--- src/rtl/ysyx_24080006_pkg.sv ---
// ysyx_24080006_pkg: shared definitions for the issue-hazard scoreboard.
//   REG_WIDTH : architectural register address width (x0..x(2**REG_WIDTH-1))
//   SB_CNT_W  : default width of each per-register pending-write counter
//   sb_src_t  : one decode source operand (register address + "is read" flag)
package ysyx_24080006_pkg;

  localparam int REG_WIDTH = 4;
  localparam int SB_CNT_W  = 2;

  typedef struct packed {
    logic [REG_WIDTH-1:0] addr;
    logic                 used;
  } sb_src_t;

endpackage

--- src/rtl/ysyx_24080006_sb_cnt.sv ---
// ysyx_24080006_sb_cnt: pending-write counter for one architectural register.
//   clock, reset  : clock, asynchronous active-high reset
//   flush         : clear the counter on the next edge (wins over inc/dec)
//   inc           : an instruction writing this register issues this cycle
//   wb_hit        : writeback targets this register this cycle
//   cnt           : current pending count (registered)
//   pending_next  : next-state count is non-zero (feeds the registered busy flag)
module ysyx_24080006_sb_cnt
  import ysyx_24080006_pkg::*;
#(
  parameter int CNT_W = SB_CNT_W
) (
  input  logic             clock,
  input  logic             reset,
  input  logic             flush,
  input  logic             inc,
  input  logic             wb_hit,
  output logic [CNT_W-1:0] cnt,
  output logic             pending_next
);

  localparam logic [CNT_W-1:0] CNT_MAX = {CNT_W{1'b1}};

  logic [CNT_W-1:0] cnt_r;
  logic [CNT_W-1:0] cnt_next_s;
  logic             dec_s;

  // A writeback only retires something when a write is actually pending.
  assign dec_s = wb_hit & (cnt_r != {CNT_W{1'b0}});

  // Next-state selection; simultaneous issue and retire cancel out.
  always_comb begin
    cnt_next_s = cnt_r;
    if (flush) begin
      cnt_next_s = {CNT_W{1'b0}};
    end else if (inc && !dec_s) begin
      if (cnt_r != CNT_MAX) begin
        cnt_next_s = cnt_r + CNT_W'(1);
      end else begin
        cnt_next_s = cnt_r;
      end
    end else if (dec_s && !inc) begin
      cnt_next_s = cnt_r - CNT_W'(1);
    end else begin
      cnt_next_s = cnt_r;
    end
  end

  // Counter register.
  always_ff @(posedge clock or posedge reset) begin
    if (reset) begin
      cnt_r <= {CNT_W{1'b0}};
    end else begin
      cnt_r <= cnt_next_s;
    end
  end

  assign cnt          = cnt_r;
  assign pending_next = (cnt_next_s != {CNT_W{1'b0}});

endmodule

--- src/rtl/ysyx_24080006_scoreboard.sv ---
// ysyx_24080006_scoreboard: issue-hazard controller between decode and execute.
//   clock, reset              : clock, asynchronous active-high reset
//   id_valid                  : decode holds an instruction ready to issue
//   id_rs1_addr/used          : source 1 address / instruction reads it
//   id_rs2_addr/used          : source 2 address / instruction reads it
//   id_rd_addr/we             : destination address / instruction writes it
//   exu_ready                 : execute accepts an instruction this cycle
//   issue_ready (comb)        : no RAW hazard, no counter saturation, no flush
//   issue_fire  (comb)        : id_valid & issue_ready & exu_ready
//   wb_valid, wb_rd_addr      : writeback retires one register write
//   flush                     : discard all in-flight tracking
//   busy        (reg)         : some register has a pending write
//   sb_err      (reg, sticky) : writeback hit a register with nothing pending
//   stall_cnt   (reg)         : cycles decode was held by the scoreboard
module ysyx_24080006_scoreboard
  import ysyx_24080006_pkg::*;
#(
  parameter int CNT_W     = SB_CNT_W,
  parameter bit WB_BYPASS = 1'b1
) (
  input  logic                 clock,
  input  logic                 reset,
  input  logic                 id_valid,
  input  logic [REG_WIDTH-1:0] id_rs1_addr,
  input  logic                 id_rs1_used,
  input  logic [REG_WIDTH-1:0] id_rs2_addr,
  input  logic                 id_rs2_used,
  input  logic [REG_WIDTH-1:0] id_rd_addr,
  input  logic                 id_rd_we,
  input  logic                 exu_ready,
  output logic                 issue_ready,
  output logic                 issue_fire,
  input  logic                 wb_valid,
  input  logic [REG_WIDTH-1:0] wb_rd_addr,
  input  logic                 flush,
  output logic                 busy,
  output logic                 sb_err,
  output logic [31:0]          stall_cnt
);

  localparam int               NUM_REGS = 2 ** REG_WIDTH;
  localparam logic [CNT_W-1:0] CNT_MAX  = {CNT_W{1'b1}};

  logic [CNT_W-1:0]    cnt_s [NUM_REGS];
  logic [NUM_REGS-1:0] pend_next_s;
  sb_src_t             rs1_s;
  sb_src_t             rs2_s;
  logic                hazard_rs1_s;
  logic                hazard_rs2_s;
  logic                saturated_s;
  logic                sb_err_set_s;
  logic                stall_s;
  logic                busy_r;
  logic                sb_err_r;
  logic [31:0]         stall_cnt_r;

  // A source is pending when its count, less a bypassed same-cycle writeback, is non-zero.
  function automatic logic src_hazard(input sb_src_t src, input logic [CNT_W-1:0] cnt,
                                      input logic wb_v, input logic [REG_WIDTH-1:0] wb_a);
    logic [CNT_W-1:0] eff;
    eff = cnt - CNT_W'(WB_BYPASS & wb_v & (wb_a == src.addr));
    return src.used & (src.addr != {REG_WIDTH{1'b0}}) & (eff != {CNT_W{1'b0}});
  endfunction

  assign rs1_s = '{addr: id_rs1_addr, used: id_rs1_used};
  assign rs2_s = '{addr: id_rs2_addr, used: id_rs2_used};

  // x0 is never tracked.
  assign cnt_s[0]       = {CNT_W{1'b0}};
  assign pend_next_s[0] = 1'b0;

  for (genvar r = 1; r < NUM_REGS; r++) begin : g_reg
    ysyx_24080006_sb_cnt #(.CNT_W(CNT_W)) u_cnt (
      .clock        (clock),
      .reset        (reset),
      .flush        (flush),
      .inc          (issue_fire & id_rd_we & (id_rd_addr == REG_WIDTH'(r))),
      .wb_hit       (wb_valid & (wb_rd_addr == REG_WIDTH'(r))),
      .cnt          (cnt_s[r]),
      .pending_next (pend_next_s[r])
    );
  end

  // Issue gating: RAW hazards on either source, or destination counter would overflow.
  always_comb begin
    hazard_rs1_s = src_hazard(rs1_s, cnt_s[id_rs1_addr], wb_valid, wb_rd_addr);
    hazard_rs2_s = src_hazard(rs2_s, cnt_s[id_rs2_addr], wb_valid, wb_rd_addr);
    if (id_rd_we && (id_rd_addr != {REG_WIDTH{1'b0}}) && (cnt_s[id_rd_addr] == CNT_MAX)) begin
      saturated_s = !(wb_valid && (wb_rd_addr == id_rd_addr));
    end else begin
      saturated_s = 1'b0;
    end
  end

  assign issue_ready = !flush & !hazard_rs1_s & !hazard_rs2_s & !saturated_s;
  assign issue_fire  = id_valid & issue_ready & exu_ready;

  // Retiring a write nobody issued is an error; flush cycles and x0 are exempt.
  assign sb_err_set_s = wb_valid & !flush & (wb_rd_addr != {REG_WIDTH{1'b0}}) &
                        (cnt_s[wb_rd_addr] == {CNT_W{1'b0}});
  assign stall_s      = id_valid & exu_ready & !issue_ready;

  // Status registers: busy tracks next-state counters, sb_err is sticky, stall_cnt wraps.
  always_ff @(posedge clock or posedge reset) begin
    if (reset) begin
      busy_r      <= 1'b0;
      sb_err_r    <= 1'b0;
      stall_cnt_r <= 32'd0;
    end else begin
      busy_r   <= |pend_next_s;
      sb_err_r <= sb_err_r | sb_err_set_s;
      if (stall_s) begin
        stall_cnt_r <= stall_cnt_r + 32'd1;
      end else begin
        stall_cnt_r <= stall_cnt_r;
      end
    end
  end

  assign busy      = busy_r;
  assign sb_err    = sb_err_r;
  assign stall_cnt = stall_cnt_r;

endmodule
--- config.mk ---
export PLATFORM = sky130hd
export DESIGN_NAME = ysyx_24080006_scoreboard
export DESIGN_NICKNAME = d
export VERILOG_FILES = /design/src/rtl/ysyx_24080006_pkg.sv /design/src/rtl/ysyx_24080006_sb_cnt.sv /design/src/rtl/ysyx_24080006_scoreboard.sv
export SDC_FILE = /design/constraint.sdc
export NUM_CORES = 1
export LEC_CHECK = 0
export BUFFER_PORTS_ARGS = -buffer_cell sky130_fd_sc_hd__buf_2
export CORE_ASPECT_RATIO = 1.75
export CORE_MARGIN = 10
export CORE_UTILIZATION = 54
export DETAILED_ROUTE_END_ITERATION = 8
export PLACE_DENSITY = 0.83
export SYNTH_ARGS = -nofsm -noshare
export SYNTH_HDL_FRONTEND = slang
export SYNTH_SLANG_ARGS = --single-unit
--- constraint.sdc ---
create_clock -name clock -period 3.29 [get_ports clock]
set_clock_uncertainty 0.15 [all_clocks]
set_input_delay 0.329 -clock clock [delete_from_list [all_inputs] [get_ports clock]]
set_output_delay 0.329 -clock clock [all_outputs]
set_load 0.05 [all_outputs]
# After elaboration in Yosys (flattened, before gate mapping)
# Index checks and enable logic that the tools add are counted.
[word_totals]
regBits = 64
inputBits = 25
output_inout_bits = 36
word_cells = 351
[classes]
add_sub_neg = 33
magnitude_cmp = 4
n_eq_ne = 49
mux = 73
n_bitwise = 67
reduce_logical = 107
[op_table]
columns = ["operator", "count"]
rows = [
  ["2-bit two-way mux", 68],
  ["4-bit equality test (second input constant)", 16],
  ["2-bit nonzero test", 32],
  ["1-bit AND", 62],
  ["1-bit zero test", 36],
  ["1-bit logical AND", 33],
  ["32-bit by 1-bit adder with 32-bit output (second input constant)", 1],
  ["2-bit binary-select mux with 4-bit select", 4],
  ["4-bit by 3-bit equality test with 1-bit output (second input constant)", 8],
  ["2-bit by 1-bit adder with 2-bit output (second input constant)", 15],
  ["2-bit != test (second input constant)", 15],
  ["2-bit by 1-bit subtractor with 2-bit output (second input constant)", 15],
  ["5-bit greater-or-equal comparator (second input constant)", 4],
  ["4-bit NOT with 5-bit output", 4],
  ["4-bit by 2-bit equality test with 1-bit output (second input constant)", 4],
  ["4-bit nonzero test", 4],
  ["15-bit OR reduction", 1],
  ["4-bit equality test", 3],
  ["4-bit by 1-bit equality test with 1-bit output (second input constant)", 2],
  ["2-bit by 1-bit subtractor with 2-bit output", 2],
  ["2-bit equality test (second input constant)", 1],
  ["2-bit zero test", 1],
  ["1-bit two-way mux", 1],
  ["1-bit OR", 1],
]

# Logic depth before layout (Yosys ltp)
[depth]
depth_word = 22
depth_mapped = 15
mapped_depth_nobuf = 11

# Modules after synthesis
# Synthesis repeated with hierarchy kept, for this count alone.
[unflattened]
cells_unflattened = 643
hier_area_um2 = 5679.2
[by_module_without_submodules]
columns = ["mod", "n_inst", "cells_each", "area_each_um2", "seq_area_each_um2"]
rows = [
  ["ysyx_24080006_scoreboard", 1, 343, 2939.1, 850.8],
  ["ysyx_24080006_sb_cnt", 15, 20, 182.7, 50.0],
]

# Least setup slack after synthesis
# No wires, ideal clock.
[synth_timing]
kind = "register -> register"
from = "reg g_reg[8].u_cnt.cnt_r[1]"
to = "reg busy_r (netlist: busy)"
setup_ps = 140
t_arrival_ps = 3290
required_ps = 3000
setup_slack_ps = -290
path_stages_with_launch = 11
n_path_buf = 0
period_less_slack_ps = 3580
path_cell_list = "dfrtp_1 mux2_1 o311a_1 a31o_1 a311oi_2 o2111ai_2 or4_4 mux2_4 or4_1 nor4_1 nand4_1"
[synth_via]
elab_chain_cells = 21
elab_cells_between_ends = 155
classes_between = "add/sub: 4; eq/ne: 2; mux: 56; bitwise: 24; reduce/logical: 69"
[synth_lines]
columns = ["element", "line", "text"]
rows = [
  ["start, declared", "ysyx_24080006_sb_cnt.sv:24", "logic [CNT_W-1:0] cnt_r;"],
  ["start signal, assigned", "ysyx_24080006_sb_cnt.sv:52", "cnt_r <= {CNT_W{1'b0}};"],
  ["start signal, assigned", "ysyx_24080006_sb_cnt.sv:54", "cnt_r <= cnt_next_s;"],
  ["2-bit binary-select mux with 4-bit select", "ysyx_24080006_scoreboard.sv:86", "hazard_rs1_s = src_hazard(rs1_s, cnt_s[id_rs1_addr], wb_valid, wb_rd_addr);"],
  ["2-bit two-way mux (implied by the code) (2 in series)", "ysyx_24080006_scoreboard.sv:86", ""],
  ["2-bit by 1-bit subtractor with 2-bit output", "ysyx_24080006_scoreboard.sv:61", "eff = cnt - CNT_W'(WB_BYPASS & wb_v & (wb_a == src.addr));"],
  ["2-bit nonzero test", "ysyx_24080006_scoreboard.sv:62", "return src.used & (src.addr != {REG_WIDTH{1'b0}}) & (eff != {CNT_W{1'b0}});"],
  ["1-bit AND", "ysyx_24080006_scoreboard.sv:62", ""],
  ["1-bit zero test", "ysyx_24080006_scoreboard.sv:95", "assign issue_ready = !flush & !hazard_rs1_s & !hazard_rs2_s & !saturated_s;"],
  ["1-bit AND (2 in series)", "ysyx_24080006_scoreboard.sv:95", ""],
  ["1-bit AND (*)", "ysyx_24080006_scoreboard.sv:95", ""],
  ["[4 not listed]", "--", ""],
  ["1-bit zero test", "ysyx_24080006_sb_cnt.sv:42", "end else if (dec_s && !inc) begin"],
  ["1-bit logical AND", "ysyx_24080006_sb_cnt.sv:42", ""],
  ["2-bit two-way mux", "ysyx_24080006_sb_cnt.sv:42", ""],
  ["2-bit two-way mux (*)", "ysyx_24080006_sb_cnt.sv:36", "end else if (inc && !dec_s) begin"],
  ["2-bit two-way mux (*)", "ysyx_24080006_sb_cnt.sv:34", "if (flush) begin"],
  ["named net g_reg[4].u_cnt.cnt_next_s[1]", "ysyx_24080006_sb_cnt.sv:25", "logic [CNT_W-1:0] cnt_next_s;"],
  ["2-bit nonzero test (*)", "ysyx_24080006_sb_cnt.sv:59", "assign pending_next = (cnt_next_s != {CNT_W{1'b0}});"],
  ["15-bit OR reduction (*)", "ysyx_24080006_scoreboard.sv:110", "busy_r <= |pend_next_s;"],
  ["end signal, assigned", "ysyx_24080006_scoreboard.sv:110", ""],
  ["end, declared", "ysyx_24080006_scoreboard.sv:53", "logic busy_r;"],
]
# The timed path passes the listed nets; every way through them passes the cells marked *. The select of a mux whose other input is x is not followed.
# A chain may end at the register's enable or synchronous reset.

# Worst setup path in the final report
[layout_timing]
from = "reg g_reg[10].u_cnt.cnt_r[1]"
to = "reg busy_r (netlist: busy)"
[layout_via]
elab_chain_cells = 21
elab_cells_between_ends = 155
classes_between = "add/sub: 4; eq/ne: 2; mux: 56; bitwise: 24; reduce/logical: 69"
[layout_lines]
columns = ["element", "line"]
rows = [
  ["start, declared", "ysyx_24080006_sb_cnt.sv:24"],
  ["start signal, assigned", "ysyx_24080006_sb_cnt.sv:52"],
  ["start signal, assigned", "ysyx_24080006_sb_cnt.sv:54"],
  ["2-bit binary-select mux with 4-bit select", "ysyx_24080006_scoreboard.sv:86"],
  ["2-bit two-way mux (implied by the code) (2 in series)", "ysyx_24080006_scoreboard.sv:86"],
  ["2-bit by 1-bit subtractor with 2-bit output", "ysyx_24080006_scoreboard.sv:61"],
  ["2-bit nonzero test", "ysyx_24080006_scoreboard.sv:62"],
  ["1-bit AND", "ysyx_24080006_scoreboard.sv:62"],
  ["1-bit zero test", "ysyx_24080006_scoreboard.sv:95"],
  ["1-bit AND (2 in series)", "ysyx_24080006_scoreboard.sv:95"],
  ["1-bit AND (*)", "ysyx_24080006_scoreboard.sv:95"],
  ["[4 not listed]", "--"],
  ["1-bit zero test", "ysyx_24080006_sb_cnt.sv:42"],
  ["1-bit logical AND", "ysyx_24080006_sb_cnt.sv:42"],
  ["2-bit two-way mux", "ysyx_24080006_sb_cnt.sv:42"],
  ["2-bit two-way mux (*)", "ysyx_24080006_sb_cnt.sv:36"],
  ["2-bit two-way mux (*)", "ysyx_24080006_sb_cnt.sv:34"],
  ["named net g_reg[5].u_cnt.cnt_next_s[0]", "ysyx_24080006_sb_cnt.sv:25"],
  ["2-bit nonzero test (*)", "ysyx_24080006_sb_cnt.sv:59"],
  ["15-bit OR reduction (*)", "ysyx_24080006_scoreboard.sv:110"],
]
# Marks and branches as above.

==> impl_metrics.yaml <==
setup_path:
  crit_path_start_kind: "flop"
  worst-path-buf-inv: 1
  cp_max_fo: 6
  worstSetupPathType: "flop to flop"
  cp.arrival_ns: 3.95
  cpPeakStageDelay_ns: 0.55
  worst_setup_path_end_kind: "flop"
  path_cells: "mux2_4 -> o311a_1 -> a31o_1 -> a311oi_2 -> o2111ai_2 -> buf_6 -> or3_4 -> mux2_2 -> or4_1 -> nor4_2 -> nand4_1"
  critPathSlowestCell: "or4_1"
  critPathTopFamily: "simple AND/OR/NAND/NOR gates"
  required_ns: 3.34
yosys:
  synth_edf_count: 0
  synth_nets: 672
  ys_seq_elements: 64
  yosys_warnings: 0
  ys_types: 64
  async_flop_share_pct: 100
  synthCells: 616
  synth.avg_cell_area_sq_um: 8.71
  syn_area_sq_mm: 0.00537
  synthFlopType: "dfrtp_1"
  synth_seq_area_share_pct: 29.8
sta:
  min_period_ns: 3.90
  hold_ws_ns: 0.0405
  setup_viol_count_final: 3
  setup_ws_ns: -0.611
  finalMaxSlewViolations: 0
  rsz0062_at_grt: "true"
  fin_crit_sh_pct: 119
  max_freq_ghz: 0.256
  worst_pin_slew_ns: 1.04
  hold_violations: 0
  slew_headroom_pct: 29.9
power:
  intPower_mw: 1.58
  p_sw_share_pct: 31.6
  irDropWorstVdd_uv: 392
  power_leakage_nw: 3.30
  power.density_mw_per_mm2: 325
  p_sw_mw: 0.728
  clkPwrFrac_pct: 40.5
  power_frac_comb_pct: 21.9
  finalPower_mw: 2.30
  seq_power_share_pct: 37.6
routing:
  vias_per_cell: 6.34
  wl_per_cell_um: 21.6
  drtIter0Drc: 680
  routed_wirelength_um: 19600
  ant_nets: 0
  firstDrtPassIters: 5
  num_vias: 5760
  drc: 0
clock_network:
  cts_root_buffer: "clkbuf_16"
  clk_latency_ns: 0.34
  path_clk_slew_ns: 0.06
  cts_tree: "yes"
  ctsHoldBuffers: 0
  cts_made_buffers: 9
  cts.sinks: 64
  cts_max_level: 3
  cts_max_path_buffers: 2
die:
  core-area_sq_mm: 0.00979
  die_h_um: 152
  dieArea_sq_mm: 0.0145
  fp-row-count: 48
  initial_core_util_pct: 54.8
  die_w_um: 95.4
  ios: 61
grt:
  antenna_found_initial: 0
  grt-ovfl-total: 0
  grt_pass1_wl_um: 29400
  track_usage_pct: 25.8
  grt_max_degree: 44
  grt_pass1_vias: 5807
hold_path:
  hold_class: "input port to asynchronous set/reset pin"
status:
  violations: "negative setup slack"
  status: "complete, but fails checks"
placement:
  place.gp.congestion: 0.980
  hpwl_um: 14700
  port_buffers: 60
cells_and_area:
  fillers: 706
  fin_nets: 834
  final_layout_size_suffix_gt1_share_pct: 32.8
  antenna_cells: 0
  final_util_pct: 72.5
  area_growth_syn_to_layout_pct: 32.3
run:
  drv_cap: 0
## layer usage
| layer | track usage, % | up-vias | wire length (um) |
|---|---|---|---|
| li1 | - | 2526 | - |
| met1 | 27.7 | 2711 | 6910 |
| met2 | 41.9 | 394 | 9480 |
| met3 | 5.67 | 129 | 1610 |
| met4 | 20.1 | 0 | 1630 |
| met5 | 0 | - | 0 |
## timing repair
action                                  in CTS  in global routing
pin swaps                                    2                  8
endpoints found under the setup margin       9                 29
gates resized for setup                     13                 27
buffers inserted                             3                  4
## power groups by stage
stage	combinational, mW	sequential (mW)	clock [mW]
finish	0.504	0.866	0.934
floorplan	0.188	0.967	0
global placement	0.454	0.870	0
CTS	0.475	0.861	0.929
global route	0.525	0.869	0.966
detailed placement	0.464	0.873	0
## cells in the final DEF, fill, tap and decap left out, drive strengths merged, types with 12 or more instances in the layout
cell type and count:
buf 186, nor2 64, dfrtp 64, xnor2 44
nand2 42, inv 41, nand3 32, ha 31
nor3 27, mux2i 21, a21oi 21, xor2 17
mux2 15, o21ai 14, or3 14, and3 13
mux4 12, clkbuf 12
## cells in the mapped netlist, types with 14 or more instances
library cell  number  area, sq um
nand3_1           32          160
mux2i_1           21          210
dfrtp_1           64         1600
xnor2_1           44          385
nor3_1            27          135
xor2_1            17          149
a21oi_1           21          105
nor2_1            64          240
inv_1             41          154
or3_1             14         87.6
clkbuf_1          23         86.3
o21ai_0           14         70.1
ha_1              31          388
nand2_1           42          158
## registers in the layout, summed over array words and instances (netlist names)
name / count
sb_err: 1
stall_cnt: 32
g.u_cnt.cnt: 30
busy: 1
## stage by stage
step | cell area (sq um) | setup TNS (ns) | setup slack, ns | instances
global route | 7100 | -1.14 | -0.731 | 908
global placement | 6600 | -2.17 | -0.586 | 885
detailed placement | 6600 | -2.88 | -0.640 | 885
finish | 7100 | -0.722 | -0.611 | 908
CTS | 6950 | -0.488 | -0.451 | 904
floorplan | 5400 | -0.180 | -0.180 | 616
## layout make-up
class	count	area, sq um	share of cell area [%]
Tap cell	125	156	2.20
Sequential cell	64	1600	22.6
Timing Repair Buffer	186	1310	18.4
Clock inverter	4	45.0	0.634
Clock buffer	12	236	3.33
Inverter	41	159	2.24
Multi-Input combinational cell	476	3590	50.6
## worst register-to-register path, cell delays in order (launching register included)
cell	delay, ns
dfrtp_2	0.46
mux2_4	0.27
o311a_1	0.28
a31o_1	0.22
a311oi_2	0.26
o2111ai_2	0.25
buf_6	0.20
or3_4	0.39
mux2_2	0.30
or4_1	0.55
nor4_2	0.31
nand4_1	0.14
## kinds of logic (layout without fill, tap and decap cells)
| logic type | count (synthesis) | in the layout | synth area share (%) |
|---|---|---|---|
| buf+inv | 76 | 243 | 5.76 |
| flops | 64 | 64 | 29.8 |
| xor+xnor | 61 | 61 | 9.95 |
| mux | 48 | 48 | 12.2 |
| fa+ha+maj | 31 | 31 | 7.23 |
| simple gates | 239 | 239 | 22.1 |
| compound gates | 97 | 97 | 12.9 |
## worst paths after layout
check / start / to / slack (ns) / cells past startpoint
min reg2reg: sb_err / sb_err / 0.33 / 1
max: g_reg[10].u_cnt.cnt[1] / busy / -0.61 / 11
min: reset / g_reg[10].u_cnt.cnt[1] / 0.04 / 2
min in group clock: sb_err / sb_err / 0.33 / 1
max reg2reg: g_reg[10].u_cnt.cnt[1] / busy / -0.61 / 11
max in group asynchronous: reset / g_reg[1].u_cnt.cnt[1] / 2.21 / 3
Power figures use the tool's default switching activity.
